**config.mk**
```make
export PLATFORM = sky130hd
export DESIGN_NAME = rgb_band_expect
export DESIGN_NICKNAME = d
export VERILOG_FILES = /design/src/rtl/vpg_pkg.sv /design/src/rtl/rgb_band_expect.sv
export SDC_FILE = /design/constraint.sdc
export NUM_CORES = 1
export LEC_CHECK = 0
export ABC_AREA = 1
export BUFFER_PORTS_ARGS = -buffer_cell sky130_fd_sc_hd__buf_4
export CAP_MARGIN = 40
export CORE_AREA = 10 10 47 49
export DETAILED_ROUTE_END_ITERATION = 8
export DIE_AREA = 0 0 57 59
export PLACE_DENSITY = 0.73
export RECOVER_POWER = 25
export SLEW_MARGIN = 40
export SYNTH_ARGS = -nofsm -noshare
export SYNTH_HDL_FRONTEND = slang
export SYNTH_SLANG_ARGS = --single-unit
```
**constraint.sdc**
```tcl
create_clock -name vclk -period 1.7
set_input_delay 0.34 -clock vclk [all_inputs]
set_output_delay 0.34 -clock vclk [all_outputs]
set_load 0.005 [all_outputs]
```
**src/rtl/vpg_pkg.sv**
```systemverilog
// Shared types and constants for the video pattern generator / checker pair:
// band colours, checker FSM states and counter widths.
package vpg_pkg;

  localparam int ERR_CNT_W = 24;
  localparam int POS_W     = 12;

  localparam logic [23:0] BAND_RED    = 24'hFF0000;
  localparam logic [23:0] BAND_GREEN  = 24'h00FF00;
  localparam logic [23:0] BAND_BLUE   = 24'h0000FF;
  localparam logic [23:0] BAND_YELLOW = 24'hFFFF00;
  localparam logic [23:0] BAND_BLACK  = 24'h000000;

  typedef enum logic {
    SEEK,
    CHECK
  } chk_state_e;

  // Position counters stick at all-ones instead of wrapping.
  function automatic logic [POS_W-1:0] pos_inc(input logic [POS_W-1:0] v);
    return (&v) ? v : v + 1'b1;
  endfunction

endpackage

```
**src/rtl/rgb_band_expect.sv**
```systemverilog
// Expected pattern colour for a given active line: four horizontal bands,
// black below the last band or past the active height.
module rgb_band_expect
  import vpg_pkg::*;
#(
  parameter int BAND_LINES = 270,
  parameter int V_ACTIVE   = 1080
) (
  input  logic [POS_W-1:0] y_i,
  output logic [23:0]      rgb_o
);

  localparam logic [POS_W-1:0] B1 = POS_W'(BAND_LINES);
  localparam logic [POS_W-1:0] B2 = POS_W'(2 * BAND_LINES);
  localparam logic [POS_W-1:0] B3 = POS_W'(3 * BAND_LINES);
  localparam logic [POS_W-1:0] B4 = POS_W'(4 * BAND_LINES);
  localparam logic [POS_W-1:0] VA = POS_W'(V_ACTIVE);

  // Threshold compares stand in for y / BAND_LINES, so no divider is built.
  always_comb begin
    // NOTE: a default assignment first means no path through this block can leave a latch.
    rgb_o = BAND_BLACK;
    if (y_i < VA) begin
      if (y_i < B1)      rgb_o = BAND_RED;
      else if (y_i < B2) rgb_o = BAND_GREEN;
      else if (y_i < B3) rgb_o = BAND_BLUE;
      else if (y_i < B4) rgb_o = BAND_YELLOW;
    end
  end

endmodule

```
==> results of run 1 <==
[power breakdown]
group	internal [mW]	switching, mW	total [mW]
logic	0.0805	0.0711	0.152
registers	0	0	0
clock network	0	0	0
total	0.0805	0.0711	0.152
[routing by layer]
| layer | wire length [microns] | vias up | global-route usage (%) |
|---|---|---|---|
| met5 | 0 | - | 0 |
| li1 | - | 242 | - |
| met4 | 0 | 0 | 0 |
| met3 | 139 | 0 | 2.575 |
| met1 | 461 | 187 | 6.475 |
| met2 | 561 | 24 | 11.01 |
[synthesized netlist by cell type]
cell type | count | area [sq um]
sky130_fd_sc_hd__inv_1 | 7 | 26.28
sky130_fd_sc_hd__nor2_1 | 12 | 45.04
sky130_fd_sc_hd__buf_4 | 21 | 157.7
sky130_fd_sc_hd__nor2_4 | 2 | 22.52
sky130_fd_sc_hd__a21oi_2 | 2 | 17.52
sky130_fd_sc_hd__inv_2 | 4 | 15.01
sky130_fd_sc_hd__nor2_2 | 2 | 12.51
sky130_fd_sc_hd__nand4_1 | 1 | 6.260
sky130_fd_sc_hd__o21a_1 | 1 | 7.510
sky130_fd_sc_hd__nand3_1 | 4 | 20.02
sky130_fd_sc_hd__nand2_1 | 17 | 63.81
sky130_fd_sc_hd__nand2_2 | 4 | 25.02
sky130_fd_sc_hd__nand2_4 | 1 | 11.26
[cells by family after synthesis]
logic type / Yosys count / share of synthesized area, %
buffers and inverters: 32 / 46.22
and+or+nand+nor: 43 / 47.96
AOI/OAI and AO/OA: 3 / 5.815
[metrics by stage]
| stage | cells | setup WS (ps) | total power [mW] | instance area, sq um | TNS (ps) |
|---|---|---|---|---|---|
| floorplan | 78 | 211.5 | 0.09600 | 430.4 | 0 |
| global placement | 109 | 23.82 | 0.1450 | 563.0 | 0 |
| detailed placement | 109 | -7.313 | 0.1486 | 563.0 | -42.36 |
| CTS | 109 | 1.455 | 0.1506 | 568.0 | 0 |
| global route | 109 | -27.38 | 0.1678 | 585.6 | -165.3 |
| finish | 109 | 73.43 | 0.1515 | 585.6 | 0 |
[worst max-delay path by stage]
stage                  from         to  slack, ps  cells past startpoint
global placement    y_i[11]   rgb_o[8]         20                      9
detailed placement  y_i[11]  rgb_o[12]         -7                      9
floorplan           y_i[11]  rgb_o[10]        210                      8
global route         y_i[6]  rgb_o[16]        -30                      9
finish               y_i[6]   rgb_o[4]         70                      8
CTS                  y_i[8]  rgb_o[16]          1                      9
[layout by cell type, fill, tap and decap left out]
master / count
sky130_fd_sc_hd__nor2_1: 12
sky130_fd_sc_hd__nand3_1: 4
sky130_fd_sc_hd__inv_1: 7
sky130_fd_sc_hd__nand2_1: 17
sky130_fd_sc_hd__buf_6: 2
sky130_fd_sc_hd__nand2_2: 4
sky130_fd_sc_hd__nand4_1: 1
sky130_fd_sc_hd__a21oi_4: 1
sky130_fd_sc_hd__clkbuf_2: 1
sky130_fd_sc_hd__nand2_4: 1
sky130_fd_sc_hd__inv_2: 4
sky130_fd_sc_hd__o21a_1: 1
sky130_fd_sc_hd__nor2_4: 4
sky130_fd_sc_hd__buf_4: 33
sky130_fd_sc_hd__a21oi_2: 1
[final cells by class]
cell class / count / area share [%]
repair buffers: 36 / 47.01
well taps: 16 / 3.419
inverters: 11 / 7.051
multi-input cells: 46 / 42.52
[critical path, delay by kind of cell]
kind	cells	cell delay, ps
compound gates	1	120
buf+inv	3	440
simple gates	4	370
[timing repair]
action | in CTS | in global routing
setup endpoints to repair | 8 | 16
resized for setup | 1 | 4
gates cloned | 0 | 0
buffers inserted | 0 | 0
pin swaps | 0 | 2
==> results.txt, run 1 <==
- Placeable core region: 1401 sq um
- Syn nets: 90
- Die area: 3363 sq um
- Data arrives at the worst endpoint at 1290 ps.
* Layout area overhead: 36.05%
* Area of all sequential standard cells: 0 sq um
* Hold worst-path end: rgb_o[20]
- CP endpoint kind: output port
- Setup Crit Path Kind: input pin to output port
- The Yosys step of the flow raised 0 warnings.
- Floorplan die width: 57 microns
* Final setup violating endpoints: 0
- Worst hold path depth: 5
- Detail-routed via count per cell: 4.156
- Derived from the worst setup path, the maximum achievable clock frequency is 614.8 MHz.
- The wire-length estimate of the detail-placed layout is 1067 microns.
- The cell area that synthesis handed to floorplanning was 430.4 sq um.
- Type of origin of the critical path: input pin
* Fill cell instance count of the final layout: 165
* Maximum number of pins on one net before global-route repair: 9
* Wire length per cell after detailed routing: 10.66 microns
- The congestion estimate from routability-driven global placement came to 0.8171.
- Min Hold Slack: 1148 ps
- Gate Count Post-Synth: 78
* Leakage power figure: 0.3411 nW
- Sequential cell count of the final layout: 0
- Of the available clock period, the critical path in the final layout requires 95.68%.
- The initial utilization of the core area, before any placement, comes to 30.71%.
* Critical Path Fanout Max: 8
- Critical path's slowest cell: sky130_fd_sc_hd__clkbuf_2
* GR Overflow Total: 0
- Measured against its own limit, the worst slew margin works out to 84.68%.
* Number of placement rows: 14
- In this run the tool buffered the top-level ports with 35 buffer cells.
* Type of the most critical hold path: input pin to output port
- The count of nets left with antenna violations once routing finished came out at 0.
- Pins over their slew limit: 0
- Hold Violations, Final: 0
- Area used by multi-input combinational logic: 249.0 sq um
* Number of DRC violations after detailed-routing iteration 0: 15
- Final critical path time including I/O delays and setup: 1627 ps
- All-Layer GR Usage: 5.941%
- Via count of the first global-routing pass: 395
- Number of hold buffers added after CTS: 0
- Critical path cell sequence: buf_4, nor2_4, nand2_2, a21oi_2, nand2_2, nor2_4, clkbuf_2, buf_4
* DR vias: 453
- For this run, the slowest stage of the critical path takes 190 ps.
* Final nets: 107
* Outcome: finished, final reports clean
- Fraction of final layout cells sized beyond drive strength 1: 54.84%
- Cells fill 41.79% of the core in the end.
- In this run, distinct cell masters in the synthesized netlist total 13.
- Number of remaining DRC errors: 0
- IR drop worst, VDD: 0.00009525 V
- Avg Synthesized Cell Area: 5.518 sq um
- At the pin with the least slew margin, the transition time is 229.3 ps.
* Die extent in y: 59 microns
- Max-cap violations in this run came to 0.
- For this run, the register share of the synthesized area comes to 0%.
* First-pass DRT Iterations: 4
* Detailed Route WL: 1162 microns
* Number of top-level pins: 36
* Unrepaired setup endpoints after global routing: true
- Data on the critical path is required at its endpoint by 1360 ps.
- The clock buffers instantiated in the layout total 0.
* Diodes inserted: 0
* Initial antenna violation count: 0
- Global-route wire length before repair: 1787 microns
- Dividing total power by cell area gives a power density of 258.8 nW/um^2.
- In this run the most critical hold path is launched from y_i[9].
No activity file was read; power rests on OpenSTA's default activity.
==> inputs of run 2 (changes only) <==
Clock period 1.7 ns to 1.5 ns, I/O delays scaled along.
==> run 2 against run 1 <==
  * Total power increased by 42%
  * Core utilization rose by 9.5 points
  * Via count increased by 3.5%
  * Clock-buffer cell count stayed put
  * Worst setup slack got worse by 71 ps
  * Critical path depth did not move
  * Worst hold slack got worse by 48 ps
  * Critical path type unchanged
  * Largest power group unchanged
  * Highest routed layer unchanged
==> results.txt, run 2 (synthesized netlist as in run 1, its figures left out) <==
* Outcome: finished, final reports clean
- After detailed placement, the design holds a cell count of 110.
- The tool flagged a number of max-cap violations equal to 0.
- Sequential cells burn 0% of the power.
* Part of the total power dissipated in combinational logic: 100.0%
- Placer congestion estimate: 0.8309
- Sum of internal, switching and leakage power: 214.8 uW
* First-pass DRT Iterations: 4
- The final count of pins violating max slew came to 0.
- Area of all sequential standard cells: 0 sq um
- Initial antenna violation count: 0
* All-Layer GR Usage: 5.944%
* GR Overflow Total: 0
- Summed over all nets, the switching power comes to 93.87 uW.
- Starting Density: 30.71%
* Final setup violating endpoints: 0
- Most common library cell in the layout ignoring fill and taps: sky130_fd_sc_hd__buf_4
- Final worst path period share: 99.82%
- After the first detailed-routing iteration, the DRC count stood at 4.
- Filler-free cell count of the finished design: 111
- Floorplan die width: 57 microns
* Number of hold buffers added after CTS: 0
- Cell Int Power: 120.9 uW
- Maximum number of pins on one net before global-route repair: 9
- After floorplanning, the core was divided into 14 placement rows.
- Clk network pwr share: 0%
* Diodes inserted: 0
* Critical path's slowest cell: sky130_fd_sc_hd__a21oi_4
- 36 I/O pins were placed.
* Final nets: 109
- Worst Tran Pin Value: 186.1 ps
- After detailed routing, the number of remaining DRC violations is 0.
- Fraction of final layout cells sized beyond drive strength 1: 67.37%
- The detail route stage leaves a number of antenna-violating nets equal to 0.
* Final critical path time including I/O delays and setup: 1497 ps
* Leakage power figure: 0.3781 nW
* Detail-routed via count per cell: 4.225
- Die area: 3363 sq um
- The layout has 0 clock buffers.
- Compared with the post-synthesis result, the final layout area differs by 66.86%.
- Along the worst path, the maximum fanout reaches 8.
- Setup repair after global routing could not meet its margin everywhere.
- The routed layout has 469 vias.
- Min Hold Slack: 1100 ps
- Buffers added on ports: 35
- The path class of the tightest hold or removal check is input pin to output port.
- Hold Violations, Final: 0
- Worst relative slew slack: 87.56%
* Switching Share: 43.70%
- Area used by multi-input combinational logic: 281.5 sq um
- P per Cell Area: 299.1 nW/um^2
- In the final timing run, aggregate negative setup slack is 0 ps.
- Setup Crit Path Kind: input pin to output port
- IR drop worst, VDD: 0.0001232 V
- Type of origin of the critical path: input pin
* Delay of the slowest critical-path stage: 170 ps
* Estimated wirelength of the detail-placed design: 1055 microns
- The worst setup path is captured at an output port.
- Wire length per cell after detailed routing: 11.36 microns
* Placeable core region: 1401 sq um
- STA puts the critical path data arrival time at 1200 ps.
- Die extent in y: 59 microns
* Fill cell instance count of the final layout: 142
* Required time reported for the critical path endpoint: 1200 ps
* Detailed Route WL: 1261 microns
* Via count of the first global-routing pass: 406
* Upper clock frequency limit: 667.9 MHz
- The first global-routing pass estimated 1821 microns of wire.
- The design has 0 sequential cells.
* Critical path cell sequence: buf_8, nor2_4, nand3_1, nand2_1, nand2_2, a21oi_4, buf_12, buf_6
* Most frequent cells in the layout: sky130_fd_sc_hd__buf_4 (21), sky130_fd_sc_hd__buf_6 (14), sky130_fd_sc_hd__nand2_1 (12)
[run 2: per-stage QoR]
stage | utilization (%) | setup WS [ps] | instance area (sq um)
finish | 51.25 | 2.713 | 718.2
global route | 51.25 | -58.84 | 718.2
CTS | 46.16 | -7.814 | 646.9
detailed placement | 40.71 | -90.21 | 570.5
global placement | 40.71 | -68.33 | 570.5
floorplan | - | 91.49 | 430.4
[run 2: cell type report]
class / instances / share of cell area (%)
repair buffers: 38 / 50.87
multi-input cells: 46 / 39.20
well taps: 16 / 2.787
inverters: 11 / 7.143
[run 2: path summary, 6_finish.rpt]
kind	start	end	slack, ps	cells past startpoint
worst max-delay path	y_i[6]	rgb_o[19]	3	8
worst min-delay path	y_i[8]	rgb_o[11]	1100	6
[run 2: timing repair]
item / in CTS / in global routing
resized for setup: 15 / 23
hold endpoints to repair: 0 / 0
buffers inserted: 1 / 0
setup endpoints to repair: 16 / 24
pin swaps: 6 / 4
[run 2: power groups by stage]
stage	sequential [mW]	combinational, mW	clock, mW
finish	0	0.215	0
CTS	0	0.198	0
global route	0	0.233	0
global placement	0	0.166	0
floorplan	0	0.109	0
detailed placement	0	0.170	0
[run 2: per-layer routing]
layer / global-route usage, % / vias to the layer above / wire (microns)
met5: 0 / - / 0
met2: 11.16 / 24 / 653
met1: 6.963 / 200 / 504
met3: 1.502 / 0 / 102
li1: - / 245 / -
met4: 0 / 0 / 0
[run 2: critical path: cells and delay by family]
family,cells,cell delay (ps)
and+or+nand+nor,4,370
buffers and inverters,3,330
AOI/OAI and AO/OA,1,170
==> inputs of run 3 (changes only) <==
--- a/config.mk
+++ b/config.mk
@@ -13,2 +13,3 @@
 export DIE_AREA = 0 0 57 59
+export MAX_ROUTING_LAYER = met4
 export PLACE_DENSITY = 0.73
==> constraint.sdc (replaced) <==
create_clock -name vclk -period 1.5
set_input_delay 0.225 -clock vclk [all_inputs]
set_output_delay 0.225 -clock vclk [all_outputs]
set_load 0.005 [all_outputs]
==> run 3 against run 2 <==
  * Clock-buffer cell count did not move
  * Flip-flop and latch count unchanged
  * Cell area decreased by 21%
  * Via count down 2.6%
  * Worst hold slack got worse by 150 ps
  * Largest power group unchanged
  * Critical path type unchanged
  * Worst setup slack better by 100 ps
  * Sequential share of layout area is the same
==> results.txt, run 3 (synthesized netlist as in run 1, its figures left out) <==
* Outcome: finished, final reports clean
* Number of hold buffers added after CTS: 0
- Type of origin of the critical path: input pin
* Fraction of final layout cells sized beyond drive strength 1: 53.76%
* Sequential cell count of the final layout: 0
- In this run the remaining antenna-violating nets after routing total 0.
* Worst relative slew slack: 86.24%
* Sum of internal, switching and leakage power: 166.8 uW
- Setup Crit Path Kind: input pin to output port
- Number of remaining DRC errors: 0
- Register share of total power: 0%
* Total buffers and inverters traversed by the critical path: 3
- The internal portion of the total power is 89.08 uW.
* Type of the most critical hold path: input pin to output port
- After filler insertion, the fill cell instance count of the layout stands at 162.
* DR vias: 457
- The library cell used most frequently in the layout, excluding fill and tap cells, is sky130_fd_sc_hd__buf_4.
- Die area: 3363 sq um
- Worst Tran Pin Value: 205.9 ps
* Detailed Route WL: 1148 microns
- Cell type with the highest occurrence count on the critical path: sky130_fd_sc_hd__buf_4
- Diodes inserted: 0
- In this run the tool buffered the top-level ports with 35 buffer cells.
- Global-route wire length before repair: 1918 microns
- All-Layer GR Usage: 6.509%
- For this design the ratio of total power to cell area is 293.7 nW/um^2.
- Maximum number of pins on one net before global-route repair: 9
- IR drop worst, VDD: 0.00009250 V
- Delay of the slowest critical-path stage: 170 ps
- Dividing the detail-routed wire length by the instance count gives 10.53 microns.
* Part of the total power dissipated in combinational logic: 100.0%
* Layout clock buffers: 0
* Required time reported for the critical path endpoint: 1270 ps
* Initial antenna violation count: 0
- Number of top-level pins: 36
- STA puts the critical path data arrival time at 1170 ps.
- Critical Path Fanout Max: 8
- The die is 57 microns wide.
- After floorplanning, the core was divided into 14 placement rows.
- Unrepaired setup endpoints after global routing: false
- Die extent in y: 59 microns
* First-pass DRT Iterations: 4
* Cell class contributing the biggest share of worst-path delay: buffers and inverters
- CP endpoint kind: output port
- Placer congestion estimate: 0.8523
- Detail-routed via count per cell: 4.193
- After layout, the worst path uses 92.83% of the clock period.
* Critical path cell sequence: buf_4, nor2_4, nand2_1, a21oi_2, nand2_2, nor2_2, buf_4, buf_4
- Area of all sequential standard cells: 0 sq um
- In the layout the commonest cells are sky130_fd_sc_hd__buf_4 (36), sky130_fd_sc_hd__nand2_1 (18), sky130_fd_sc_hd__nor2_1 (12).
- Layout area overhead: 31.98%
* Pins over their slew limit: 0
- The first routing iteration left 6 violations.
- Via count of the first global-routing pass: 431
* Upper clock frequency limit: 718.2 MHz
* Leakage power figure: 0.3375 nW
* Number of placed cells counting well taps: 109
* Min Hold Slack: 947.2 ps
- On the critical path, the stage with the largest delay is an instance of sky130_fd_sc_hd__buf_4.
* Clk network pwr share: 0%
* Starting Density: 30.71%
- Net switching power: 77.75 uW
* Final critical path time including I/O delays and setup: 1392 ps
* GR Overflow Total: 0
- Max cap viols: 0
- Final nets: 107
* Hold Violations, Final: 0
* Sum of negative setup slack: 0 ps
- Switching Share: 46.60%
- Setup violations remaining at the end of the flow were counted as 0.
- The core region is 1401 sq um.
* Estimated wirelength of the detail-placed design: 1073 microns
- Worst hold path startpoint: y_i[8]
- The most critical setup path has its startpoint at y_i[6].
- Filler-free cell count of the finished design: 109
-- run 3: cell type report --
class              instances  area, sq um  share of cell area, %
well taps                 16        20.02                  3.524
repair buffers            36        270.3                  47.58
inverters                 11        41.29                  7.269
multi-input cells         46        236.5                  41.63
-- run 3: worst paths after layout --
path | endpoint | slack [ps] | depth (start not counted)
max | rgb_o[0] | 110 | 8
min | rgb_o[16] | 950 | 5
-- run 3: tightest hold or removal path, stage by stage --
cell and delay [ps]:
sky130_fd_sc_hd__buf_4 100, sky130_fd_sc_hd__nand2_1 50, sky130_fd_sc_hd__nand2_1 120, sky130_fd_sc_hd__a21oi_4 100, sky130_fd_sc_hd__buf_4 130
-- run 3: metrics by stage --
step	area (sq um)	setup WS (ps)	utilization, %
6_report	568.0	107.6	40.54
5_1_grt	568.0	8.499	40.54
4_1_cts	563.0	38.25	40.18
3_5_place_dp	563.0	38.25	40.18
3_3_place_gp	563.0	59.59	40.18
2_1_floorplan	430.4	241.5	-
-- run 3: what timing repair did --
item / in CTS / in global routing
setup buffers: 0 / 0
setup endpoints to repair: 0 / 16
endpoints found under the hold margin: 0 / 0
gates resized for setup: 0 / 2
-- run 3: power groups by stage --
stage               clock, mW  combinational (mW)  sequential, mW
floorplan                   0               0.109               0
global placement            0               0.165               0
detailed placement          0               0.168               0
CTS                         0               0.168               0
global route                0               0.186               0
finish                      0               0.167               0
-- run 3: routing by layer --
layer  routed length (microns)  global-route usage, %  up-vias
met3                       103                  1.502        0
met5                         0                      -        -
met4                         0                      0        0
met2                       531                  11.63       24
li1                          -                      -      242
met1                       513                  7.674      191
